==> config.mk <==
export PLATFORM = sky130hd
export DESIGN_NAME = result_display_driver
export DESIGN_NICKNAME = d
export VERILOG_FILES = /design/src/rtl/result_display_driver.sv
export SDC_FILE = /design/constraint.sdc
export NUM_CORES = 1
export LEC_CHECK = 0
export CELL_PAD_IN_SITES_DETAIL_PLACEMENT = 0
export CELL_PAD_IN_SITES_GLOBAL_PLACEMENT = 1
export CORE_MARGIN = 5
export CORE_UTILIZATION = 30
export DETAILED_ROUTE_END_ITERATION = 6
export PLACE_DENSITY = 0.68
export SLEW_MARGIN = 20
export SYNTH_ARGS = -nofsm -noshare
export SYNTH_HDL_FRONTEND = slang
export SYNTH_SLANG_ARGS = --single-unit
export TNS_END_PERCENT = 10
==> constraint.sdc <==
create_clock -name Clock -period 3.34 [get_ports Clock]
set_clock_uncertainty 0.1 [all_clocks]
set_input_delay 0.668 -clock Clock [delete_from_list [all_inputs] [get_ports Clock]]
set_output_delay 0.668 -clock Clock [all_outputs]
set_load 0.02 [all_outputs]
==> src/rtl/result_display_driver.sv <==
// result_display_driver
//   Captures a 16-bit result word and its overflow flag, converts it to a sign
//   and five BCD digits with an iterative double-dabble sequencer, and drives a
//   six-digit multiplexed common-anode 7-segment display.
//
// Ports:
//   Clock    in   system clock, rising edge
//   Clear    in   asynchronous active-low reset
//   Load     in   capture request (honoured only in IDLE)
//   Value    in   [15:0] result word to convert
//   Signed   in   1 = Value is two's complement
//   OVR      in   overflow flag accompanying Value
//   Busy     out  conversion in progress
//   Done     out  one-cycle pulse when Digits/Negative are updated
//   Digits   out  [19:0] BCD magnitude, [19:16] = digit4 .. [3:0] = digit0
//   Negative out  sign of the last converted value
//   Seg      out  [6:0] segments gfedcba, active-low
//   An       out  [5:0] digit enables, active-low one-hot, bit5 = sign digit
module result_display_driver #(
  parameter int unsigned REFRESH_DIV   = 50000,
  parameter bit          BLANK_LEADING = 1'b1
) (
  input  logic        Clock,
  input  logic        Clear,
  input  logic        Load,
  input  logic [15:0] Value,
  input  logic        Signed,
  input  logic        OVR,
  output logic        Busy,
  output logic        Done,
  output logic [19:0] Digits,
  output logic        Negative,
  output logic [6:0]  Seg,
  output logic [5:0]  An
);

  localparam int unsigned PW = (REFRESH_DIV > 2) ? $clog2(REFRESH_DIV) : 1;

  localparam logic [6:0] SEG_BLANK = 7'b1111111;
  localparam logic [6:0] SEG_MINUS = 7'b0111111;
  localparam logic [6:0] SEG_E     = 7'b0000110;

  typedef enum logic [1:0] {IDLE, ABS, SHIFT, LATCH} state_t;

  state_t      state;
  logic [15:0] val_q;
  logic        sgn_q;
  logic        ovr_q;
  logic [15:0] mag;
  logic [19:0] bcd;
  logic [19:0] bcd_adj;
  logic [3:0]  bit_cnt;
  logic        err;

  logic [PW-1:0] presc;
  logic [2:0]    scan_idx;

  // Double-dabble correction: every nibble >= 5 gets +3 before the shift.
  always_comb begin
    bcd_adj = bcd;
    for (int unsigned i = 0; i < 5; i++) begin
      if (bcd[i*4 +: 4] >= 4'd5)
        bcd_adj[i*4 +: 4] = bcd[i*4 +: 4] + 4'd3;
    end
  end

  // Conversion sequencer. Digits/Negative are only written in LATCH, so the
  // display keeps showing the previous value while a conversion runs.
  always_ff @(posedge Clock or negedge Clear) begin
    if (!Clear) begin
      state    <= IDLE;
      val_q    <= '0;
      sgn_q    <= 1'b0;
      ovr_q    <= 1'b0;
      mag      <= '0;
      bcd      <= '0;
      bit_cnt  <= '0;
      err      <= 1'b0;
      Busy     <= 1'b0;
      Done     <= 1'b0;
      Digits   <= '0;
      Negative <= 1'b0;
    end else begin
      Done <= 1'b0;
      case (state)
        IDLE: begin
          if (Load) begin
            val_q <= Value;
            sgn_q <= Signed;
            ovr_q <= OVR;
            Busy  <= 1'b1;
            state <= ABS;
          end
        end
        ABS: begin
          // 16'h8000 signed negates to itself, which read unsigned is 32768.
          mag     <= (sgn_q & val_q[15]) ? -val_q : val_q;
          bcd     <= '0;
          bit_cnt <= '0;
          state   <= SHIFT;
        end
        SHIFT: begin
          {bcd, mag} <= {bcd_adj[18:0], mag, 1'b0};
          bit_cnt    <= bit_cnt + 4'd1;
          if (bit_cnt == 4'd15)
            state <= LATCH;
        end
        LATCH: begin
          if (ovr_q) begin
            Digits   <= '0;
            Negative <= 1'b0;
            err      <= 1'b1;
          end else begin
            Digits   <= bcd;
            Negative <= sgn_q & val_q[15];
            err      <= 1'b0;
          end
          Busy  <= 1'b0;
          Done  <= 1'b1;
          state <= IDLE;
        end
        default: state <= IDLE;
      endcase
    end
  end

  // Scan prescaler and digit index.
  always_ff @(posedge Clock or negedge Clear) begin
    if (!Clear) begin
      presc    <= '0;
      scan_idx <= '0;
    end else if (presc == PW'(REFRESH_DIV - 1)) begin
      presc    <= '0;
      scan_idx <= (scan_idx == 3'd5) ? 3'd0 : scan_idx + 3'd1;
    end else begin
      presc <= presc + 1'b1;
    end
  end

  function automatic logic [6:0] seg7(input logic [3:0] d);
    case (d)
      4'd0:    seg7 = 7'b1000000;
      4'd1:    seg7 = 7'b1111001;
      4'd2:    seg7 = 7'b0100100;
      4'd3:    seg7 = 7'b0110000;
      4'd4:    seg7 = 7'b0011001;
      4'd5:    seg7 = 7'b0010010;
      4'd6:    seg7 = 7'b0000010;
      4'd7:    seg7 = 7'b1111000;
      4'd8:    seg7 = 7'b0000000;
      4'd9:    seg7 = 7'b0010000;
      default: seg7 = SEG_BLANK;
    endcase
  endfunction

  // shown[i]: digit i is at or below the most significant nonzero digit.
  logic [4:0] shown;
  always_comb begin
    shown    = '1;
    shown[4] = (Digits[19:16] != 4'd0);
    shown[3] = shown[4] | (Digits[15:12] != 4'd0);
    shown[2] = shown[3] | (Digits[11:8]  != 4'd0);
    shown[1] = shown[2] | (Digits[7:4]   != 4'd0);
    shown[0] = 1'b1;
    if (!BLANK_LEADING)
      shown = '1;
  end

  always_comb begin
    An  = ~(6'b000001 << scan_idx);
    Seg = SEG_BLANK;
    case (scan_idx)
      3'd0: Seg = err ? SEG_E : seg7(Digits[3:0]);
      3'd1: Seg = (!err && shown[1]) ? seg7(Digits[7:4])   : SEG_BLANK;
      3'd2: Seg = (!err && shown[2]) ? seg7(Digits[11:8])  : SEG_BLANK;
      3'd3: Seg = (!err && shown[3]) ? seg7(Digits[15:12]) : SEG_BLANK;
      3'd4: Seg = (!err && shown[4]) ? seg7(Digits[19:16]) : SEG_BLANK;
      3'd5: Seg = (!err && Negative) ? SEG_MINUS : SEG_BLANK;
      default: Seg = SEG_BLANK;
    endcase
  end

endmodule

=== Word-level counts from Yosys, hierarchy flattened ===
Memories as Yosys holds them, arrays and structs flattened.
Cells that the tools add are included.

* Output and inout bits: 36
* Bits of input ports: 21
* Memories kept: 5
* Logic and storage cells: 95
* ROM bits: 560
* Bits in registers: 103

{| class="wikitable"
|+ Memory list
! name !! depth !! bits a word !! read ports !! clocked after memory_dff !! wr ports !! line !! RTL
|-
| (no name shown) || 16 || 7 || 1 || 0 || 0 || 141 || <nowiki>case (d)</nowiki>
|-
| (no name shown) || 16 || 7 || 1 || 0 || 0 || 141 ||
|-
| (no name shown) || 16 || 7 || 1 || 0 || 0 || 141 ||
|-
| (no name shown) || 16 || 7 || 1 || 0 || 0 || 141 ||
|-
| (no name shown) || 16 || 7 || 1 || 0 || 0 || 141 ||
|}

* Reduce and logical (&&, ||, !) cells: 17
* Magnitude comparators: 5
* $add $sub $neg: 9
* Bitwise gates (word level): 5
* Multiplexer cells: 27
* Shift operators: 1
* Equal/unequal tests: 12

{| class="wikitable"
|+ Operators by type and width
! kind !! number
|-
| $mux W7 || 6
|-
| $pmux W7 S6 || 1
|-
| $pmux W20 S2 || 1
|-
| $mux W16 || 2
|-
| $pmux W16 S2 || 1
|-
| $ge A4 B3 Y1 const B || 5
|-
| $mux W20 || 1
|-
| $add A16 B1 Y16 const B || 1
|-
| $add A4 B2 Y4 const B || 4
|-
| $eq A16 B16 Y1 const B || 1
|-
| $mux W4 || 4
|-
| $neg A16 Y16 || 1
|-
| $reduce_bool A4 Y1 || 4
|-
| $pmux W2 S4 || 1
|-
| $pmux W4 S2 || 1
|-
| $eq A3 B2 Y1 const B || 2
|-
| $eq A3 B3 Y1 const B || 2
|-
| $mux W3 || 2
|-
| $not A6 Y6 || 1
|-
| $reduce_and A2 Y1 || 3
|-
| $shl A1 B3 Y6 const A || 1
|-
| $logic_and A1 B1 Y1 || 5
|-
| $add A4 B1 Y4 const B || 1
|-
| $eq A2 B2 Y1 const B || 2
|-
| 15 further kinds || 23
|}

=== Logic depth before layout (Yosys ltp) ===
Gate-level depths: netlist (run 1).

* Word-level depth: 7
* Mapped depth: 7
* Mapped depth without buffers: 7

=== Worst setup path after synthesis (run 1) ===
OpenSTA, ideal clock, no wires.

* Path type: reg-to-output
* Start point: register Digits[16]
* End point: output port Seg[2]
* Required time: 2572 ps
* Data arrival time: 2040 ps
* Stages on the path, launching flop included: 8
* Path buffers: 0
* Path slack: 532 ps
* Cell sequence: dfrtp_1 -> inv_1 -> ha_1 -> nor3b_2 -> a311o_1 -> a21o_1 -> a221oi_1 -> nand3_1

* Word-level cells in the longest chain between the ends: 7
* Elaborated cells on any way between the ends: 14
* Classes of those cells: mux: 5; bitwise: 3; reduce/logical: 5; memory: 1

{| class="wikitable"
|+ Ends and longest elaborated chain
! what !! line !! RTL
|-
| start, declared || 31 || <nowiki>output logic [19:0] Digits,</nowiki>
|-
| start signal, assigned || 81 || <nowiki>Digits <= '0;</nowiki>
|-
| start signal, assigned || 110 || <nowiki>Digits <= '0;</nowiki>
|-
| start signal, assigned || 114 || <nowiki>Digits <= bcd;</nowiki>
|-
| $reduce_bool A4 Y1 || 160 || <nowiki>shown[4] = (Digits[19:16] != 4'd0);</nowiki>
|-
| $or A1 B1 Y1 || 161 || <nowiki>shown[3] = shown[4] | (Digits[15:12] != 4'd0);</nowiki>
|-
| $or A1 B1 Y1 || 162 || <nowiki>shown[2] = shown[3] | (Digits[11:8] != 4'd0);</nowiki>
|-
| $or A1 B1 Y1 || 163 || <nowiki>shown[1] = shown[2] | (Digits[7:4] != 4'd0);</nowiki>
|-
| $logic_and A1 B1 Y1 || 174 || <nowiki>3'd1: Seg = (!err && shown[1]) ? seg7(Digits[7:4]) : SEG_BLANK;</nowiki>
|-
| $mux W7 || 174 ||
|-
| $pmux W7 S6 (*) || 172 || <nowiki>case (scan_idx)</nowiki>
|-
| end, declared || 33 || <nowiki>output logic [6:0] Seg,</nowiki>
|}

Mark *: on every way between the ends. The rest lies on a longest branch, timed or not.

=== Worst setup path in the final report (run 1) ===
* Start point: register Digits[8]
* End point: output port Seg[0]

* Word-level cells in the longest chain between the ends: 6
* Elaborated cells on any way between the ends: 9
* Classes of those cells: mux: 3; bitwise: 2; reduce/logical: 3; memory: 1

{| class="wikitable"
|+ Ends and longest elaborated chain
! what !! line
|-
| parallel branches: the longest is 5 deep, another holds $mem_v2 Z16 W7 || -
|-
| $pmux W7 S6 (*) || 172
|}

Every way passes the cells marked *.

==> impl_metrics.py, run 1 <==
metrics = {
    "power": {
        "p_leak_nw": 3.15,
        "p_sw_mw": 1.95,
        "p_comb_share_pct": 39.4,
        "swShare_pct": 39.3,
        "ir_drop_uv": 427,
        "clkPwrFrac_pct": 23.2,
        "intPower_mw": 3.01,
        "power.density_nw_per_um2": 662,
        "p_seq_share_pct": 37.4,
    },
    "critical_path": {
        "worstSetupPathType": "reg2out",
        "cp-startpoint": "Digits[8]$_DFFE_PN0P_",
        "worstReg2RegStart": "state[0]$_DFFE_PN0P_",
        "critPathRequiredTime_ns": 2.57,
        "reg2reg_depth": 5,
        "critPathCaptureType": "output pin",
        "rrSetupSlack_ns": 1.26,
        "critPathArrivalTime_ns": 2.46,
        "cp-endpoint": "Seg[0]",
        "path_max_fanout": 5,
        "critical_path.startpoint_type": "register",
        "r2r-end": "mag[6]$_DFFE_PN0P_",
    },
    "yosys": {
        "synth_edf_count": 0,
        "syn_area_per_cell_sq_um": 9.15,
        "ys_warn_count": 0,
        "synth.cell_area_sq_um": 6220,
        "ys_seq_elements": 103,
        "synth_cell_types": 66,
        "ys_seq_area_share_pct": 41.4,
        "synthFlopType": "dfrtp_1",
        "async_flop_share_pct": 100,
        "synth_nets": 744,
        "syn_inst": 680,
    },
    "global_routing": {
        "grt_util_all_layers_pct": 12.9,
        "grt_pass1_vias": 4840,
        "grt_overflow": 0,
        "antenna_found_initial": 0,
        "grt_pass1_wl_um": 25500,
        "grt_max_degree": 68,
    },
    "finish": {
        "regArea_sq_um": 2580,
        "fin_nets": 801,
        "multi_input_area_sq_um": 3290,
        "diodes": 0,
        "utilization_pct": 36.9,
        "syn_to_final_growth_pct": 20.3,
        "fillers": 2083,
        "drive_gt1_share_pct": 9.97,
    },
    "routing": {
        "vias": 5007,
        "viasPerCell": 4.95,
        "routedWlPerCell_um": 14.7,
        "drt_iter0_drc": 271,
        "routed_wl_um": 14900,
        "drcViolationCount": 0,
        "dr.pass1.iters": 7,
        "ant_nets": 0,
    },
    "run": {
        "cap_violations": 0,
    },
    "floorplan": {
        "boundaryPins": 57,
        "die_w_um": 154,
        "core_sq_um": 20300,
        "die_height_um": 154,
        "start_util_pct": 30.7,
        "row_count": 52,
        "dieArea_sq_um": 23700,
    },
    "placement": {
        "gp_congestion": 0.904,
        "preCtsSetupSlack_ns": 0.216,
        "dp.final_hpwl_um": 10900,
        "portBuffers": 56,
    },
    "sta": {
        "fmax_ghz": 0.310,
        "hold_viol_final": 0,
        "setup_slack_ns": 0.116,
        "setup_viol": 0,
        "period_minus_slack_ns": 3.22,
        "timing.final.crit_share_pct": 96.5,
        "slew_headroom_pct": 47.1,
        "worst_pin_slew_ns": 0.793,
        "rsz0062_at_grt": "yes",
        "final_max_slew_viol_count": 0,
    },
    "clock_tree": {
        "htree_levels": 3,
        "clkSinkCount": 103,
        "path_clk_slew_ns": 0.07,
        "cts-buffers-inserted": 9,
        "clockBufferDepth": 2,
        "root_buffer": "clkbuf_16",
        "clkLatencyLatePin_ns": 0.35,
        "tritoncts": "built",
    },
    "hold_path": {
        "hold_class": "in2async",
    },
    "outcome": {
        "outcome": "completed",
    },
}
==> per-layer routing <==
layer  global-route usage [%]  routed length [um]
met1                     19.3                7720
met2                     18.8                6260
met3                     2.00                 643
met4                     4.46                 264
met5                        0                   0
==> cells in the final DEF (no fill, tap or decap), types with 16 or more instances in the layout <==
cell	count
dfrtp_1	101
inv_1	64
nand2_1	60
clkdlybuf4s50_1	48
nor2_1	43
ha_1	42
o22ai_1	41
o21ai_0	38
a21oi_1	27
nand3_1	22
mux2_2	21
xnor2_1	20
nor3_1	20
buf_4	20
xor2_1	16
==> worst max-delay path, cell delays in order, from the launching register on <==
cell and delay [ns]:
dfrtp_1 0.43, ha_1 0.24, a211oi_1 0.39, a221oi_1 0.15, a2111oi_1 0.43, nand3_1 0.13, dlygate4sd2_1 0.35
==> synthesized netlist by cell type, types with 2 or more instances <==
library cell,n,area (sq um)
mux2i_1,3,30.0
o21ai_0,39,195
nand3b_1,3,22.5
clkbuf_1,25,93.8
a21o_1,2,15.0
and4_1,2,17.5
o211a_1,2,20.0
mux2_2,21,236
ha_1,43,538
inv_2,2,7.51
nor4_1,4,25.0
o31ai_1,4,30.0
and3_1,3,18.8
a211oi_1,5,37.5
a2111oi_0,3,26.3
o21a_1,3,22.5
buf_2,2,10.0
a221oi_1,2,17.5
a31oi_1,15,93.8
nand2b_1,11,68.8
o221ai_1,2,17.5
xor2_1,16,140
nor2_1,43,161
xnor2_1,20,175
nor2b_1,11,68.8
o22ai_1,41,257
a21oi_1,27,135
a32oi_1,2,17.5
o21bai_1,2,15.0
nor3b_2,2,25.0
nand4_1,4,25.0
o21ai_1,8,40.0
dfrtp_1,103,2580
nand2_1,60,225
nand3_1,22,110
a211o_1,2,17.5
and2_1,4,25.0
o311ai_1,2,17.5
nor3_1,20,100
nor3b_1,2,15.0
o32ai_1,4,35.0
o41ai_1,2,17.5
inv_1,64,240
==> power by group through the flow <==
| stage | clock network [mW] | registers (mW) | logic, mW |
|---|---|---|---|
| 6_report | 1.15 | 1.86 | 1.95 |
| 5_1_grt | 1.23 | 1.91 | 2.20 |
| 4_1_cts | 1.18 | 1.86 | 1.97 |
| 3_5_place_dp | 0 | 1.88 | 1.99 |
| 3_3_place_gp | 0 | 1.88 | 1.97 |
| 2_1_floorplan | 0 | 1.78 | 1.48 |
==> stage by stage <==
stage / power, mW / hold WS, ns / instance area [sq um] / TNS, ns / std cells
after floorplan: 3.26 / 0.272 / 6220 / 0 / 680
after global placement: 3.85 / 0.371 / 7140 / 0 / 994
after detailed placement: 3.87 / 0.370 / 7140 / 0 / 994
after CTS: 5.01 / 0.259 / 7460 / 0 / 1010
after global routing: 5.34 / 0.275 / 7490 / -0.0826 / 1012
final: 4.96 / 0.238 / 7490 / 0 / 1012
==> registers in the layout, indices dropped and copies added (netlist names) <==
register,count
val_q,16
scan_idx,3
Busy,1
bit_cnt,4
Digits,20
presc,16
Negative,1
err,1
bcd,20
ovr_q,1
state,2
mag,16
sgn_q,1
Done,1
==> final cells by class <==
class,count,share of cell area [%]
Clock buffer,10,3.06
Clock inverter,6,1.24
Inverter,66,3.31
Multi-Input combinational cell,481,44.0
Sequential cell,103,34.5
Tap cell,270,4.51
Timing Repair Buffer,76,9.46
==> how the worst min path moves through the flow <==
stage / end / from / cells after the start
after floorplan: Busy$_DFFE_PN0P_ / Clear / 0
after global placement: presc[15]$_DFF_PN0_ / presc[15]$_DFF_PN0_ / 1
after detailed placement: presc[15]$_DFF_PN0_ / presc[15]$_DFF_PN0_ / 1
after CTS: Digits[15]$_DFFE_PN0P_ / Clear / 1
after global routing: Digits[15]$_DFFE_PN0P_ / Clear / 1
final: Digits[13]$_DFFE_PN0P_ / Clear / 1
==> logic make-up (layout without fill, tap and decap cells) <==
family,after synthesis,count (layout),share of synthesized area (%)
AOI/OAI and AO/OA,180,180,18.8
xor gates and xnor gates,36,36,5.07
adders and majority gates,43,43,8.65
buffers and inverters,96,158,6.01
DFF,103,103,41.4
muxes,25,25,4.46
and+or+nand+nor,197,197,15.6
==> timing repair <==
action | CTS | global route
endpoints found under the setup margin | 7 | 6
hold buffers | 0 | 0
setup buffers | 0 | 2
resized for setup | 10 | 6
Note: power is estimated with default switching activity, not from simulation.
==> run 2: changes to the inputs <==
--- a/config.mk
+++ b/config.mk
@@ -7,10 +7,12 @@
 export LEC_CHECK = 0
 export CELL_PAD_IN_SITES_DETAIL_PLACEMENT = 0
 export CELL_PAD_IN_SITES_GLOBAL_PLACEMENT = 1
+export CORE_ASPECT_RATIO = 0.8
 export CORE_MARGIN = 5
 export CORE_UTILIZATION = 30
+export CTS_BUF_LIST = sky130_fd_sc_hd__clkbuf_8
 export DETAILED_ROUTE_END_ITERATION = 6
-export PLACE_DENSITY = 0.68
+export PLACE_DENSITY = 0.7
 export SLEW_MARGIN = 20
 export SYNTH_ARGS = -nofsm -noshare
 export SYNTH_HDL_FRONTEND = slang
==> constraint.sdc (replaced) <==
create_clock -name Clock -period 2.85 [get_ports Clock]
set_clock_uncertainty 0.1 [all_clocks]
set_input_delay 0.57 -clock Clock [delete_from_list [all_inputs] [get_ports Clock]]
set_output_delay 0.57 -clock Clock [all_outputs]
set_load 0.02 [all_outputs]
==> impl_metrics.py, run 2 (synthesis gave the netlist of run 1 again) <==
metrics = {
    "outcome": {
        "outcome": "finished, violations left",
        "violations": "negative setup slack",
    },
    "sta": {
        "fin_tns_setup_ns": -0.144,
        "rsz0062_at_grt": "yes",
        "fmax_ghz": 0.344,
        "hold_viol_final": 0,
        "slew_headroom_pct": 41.3,
        "worst_pin_slew_ns": 0.881,
        "final_max_slew_viol_count": 0,
        "setup_slack_ns": -0.0596,
        "setup_viol": 3,
        "period_minus_slack_ns": 2.91,
        "timing.final.crit_share_pct": 102,
    },
    "routing": {
        "vias": 5249,
        "viasPerCell": 4.91,
        "routedWlPerCell_um": 15.0,
        "ant_nets": 0,
        "routed_wl_um": 16000,
        "drt_iter0_drc": 331,
        "drcViolationCount": 0,
        "dr.pass1.iters": 5,
    },
    "clock_tree": {
        "clockBufferDepth": 2,
        "cts-buffers-inserted": 9,
        "root_buffer": "clkbuf_8",
        "clkSinkCount": 103,
        "htree_levels": 3,
        "clkLatencyLatePin_ns": 0.41,
        "ctsHoldBuffers": 0,
        "path_clk_slew_ns": 0.12,
        "tritoncts": "built",
    },
    "run": {
        "cap_violations": 0,
    },
    "global_routing": {
        "grt_pass1_vias": 5049,
        "antenna_found_initial": 0,
        "grt_pass1_wl_um": 26300,
        "grt_overflow": 0,
        "grt_max_degree": 104,
        "grt_util_all_layers_pct": 13.6,
    },
    "placement": {
        "dp.final_hpwl_um": 11600,
        "preCtsSetupSlack_ns": -0.176,
        "placed_area_sq_um": 7580,
        "gp_congestion": 0.890,
        "portBuffers": 56,
    },
    "finish": {
        "multi_input_area_sq_um": 3460,
        "drive_gt1_share_pct": 21.7,
        "diodes": 0,
        "mostFrequentLayoutCells": "dfrtp_1 (99), buf_4 (76), nand2_1 (60)",
        "top_regs": "Digits x20, bcd x20",
        "syn_to_final_growth_pct": 29.1,
        "regArea_sq_um": 2580,
        "fillers": 2094,
        "fin_nets": 860,
        "fin_area_sq_um": 8040,
        "utilization_pct": 39.2,
        "final_common_cell": "dfrtp_1",
    },
    "floorplan": {
        "row_count": 47,
        "dieArea_sq_um": 23700,
        "die_w_um": 171,
        "core_sq_um": 20500,
        "die_height_um": 139,
        "boundaryPins": 57,
        "start_util_pct": 30.3,
    },
    "power": {
        "p_leak_nw": 3.44,
        "total_power_mw": 5.65,
        "ir_drop_uv": 540,
        "power.density_nw_per_um2": 703,
    },
    "critical_path": {
        "critPathCaptureType": "output pin",
        "path_max_fanout": 5,
        "cp-endpoint": "Seg[4]",
        "reg2reg_depth": 5,
        "critPathRequiredTime_ns": 2.18,
        "cp-startpoint": "Digits[18]$_DFFE_PN0P_",
        "worstSetupPathType": "reg2out",
        "critical_path.startpoint_type": "register",
        "r2r-end": "mag[11]$_DFFE_PN0P_",
        "worstReg2RegStart": "val_q[8]$_DFFE_PN0P_",
        "critPathArrivalTime_ns": 2.24,
        "rrSetupSlack_ns": 0.74,
    },
    "hold_path": {
        "hold_class": "in2async",
    },
}
## run 2: cell types whose count changed in the layout (fill, tap and decap cells not counted), moves of 5 or more
cell           before  now
inv_1              64   58
ha_1               42   37
inv_2               2    8
buf_4              20   76
clkbuf_16           9    0
buf_2               0    5
clkbuf_8            0    9
dlygate4sd2_1       6    0
## run 2: worst min-delay path by stage
stage	startpoint	endpoint	slack, ns	cells past startpoint
finish	Clear	Digits[13]$_DFFE_PN0P_	0.1	2
global route	Clear	presc[7]$_DFF_PN0_	0.17	2
CTS	Clear	Digits[13]$_DFFE_PN0P_	0.15	2
detailed placement	presc[15]$_DFF_PN0_	presc[15]$_DFF_PN0_	0.37	1
global placement	presc[15]$_DFF_PN0_	presc[15]$_DFF_PN0_	0.37	1
floorplan	Clear	Busy$_DFFE_PN0P_	0.17	0
## run 2: final cells by class
class	instances	share of cell area [%]
multi-input combinational	481	43.1
sequential	103	32.1
timing repair buffer	135	14.7
clock buffer	9	1.54
clock inverter	7	1.23
inverter	66	3.08
tap	269	4.19
## run 2: worst max-delay path: stages (launching register included)
cell and delay (ns):
dfrtp_1 0.43, buf_4 0.16, buf_4 0.15, nand2b_1 0.16, a21oi_2 0.16, a41oi_2 0.14, nor4_2 0.30, o311ai_1 0.16
buf_2 0.19
## run 2: metrics by stage
| stage | std cells | hold slack (ns) |
|---|---|---|
| final | 1070 | 0.0997 |
| after global routing | 1070 | 0.172 |
| after CTS | 1069 | 0.146 |
| after detailed placement | 1047 | 0.374 |
| after global placement | 1047 | 0.369 |
| after floorplan | 680 | 0.174 |
## run 2: power breakdown
group | internal, mW | switching, mW
Sequential | 1.80 | 0.354
Combinational | 1.07 | 1.40
Clock | 0.375 | 0.655
## run 2: repair_timing
| item | in CTS | in global routing |
|---|---|---|
| buffers inserted | 6 | 1 |
| pin swaps | 12 | 10 |
| setup endpoints to repair | 7 | 11 |
| gates resized for setup | 55 | 32 |
## run 2: routing by layer
| layer | vias to the layer above | wire length [um] | GRT usage (%) | part of all wire, % |
|---|---|---|---|---|
| met2 | 106 | 6930 | 20.1 | 43 |
| met4 | 0 | 132 | 2.54 | 0.82 |
| met3 | 12 | 744 | 3.28 | 4.6 |
| met1 | 2486 | 8240 | 20.2 | 51 |
| met5 | - | 0 | 0 | 0 |
| li1 | 2645 | - | - | - |
==> run 3: changes to the inputs <==
--- a/config.mk
+++ b/config.mk
@@ -12,6 +12,7 @@
 export CORE_UTILIZATION = 30
 export CTS_BUF_LIST = sky130_fd_sc_hd__clkbuf_8
 export DETAILED_ROUTE_END_ITERATION = 6
+export GPL_TIMING_DRIVEN = 1
 export PLACE_DENSITY = 0.7
 export SLEW_MARGIN = 20
 export SYNTH_ARGS = -nofsm -noshare
==> results of run 3 <==
Final layout, timing and power as in run 2 (identical DEF).
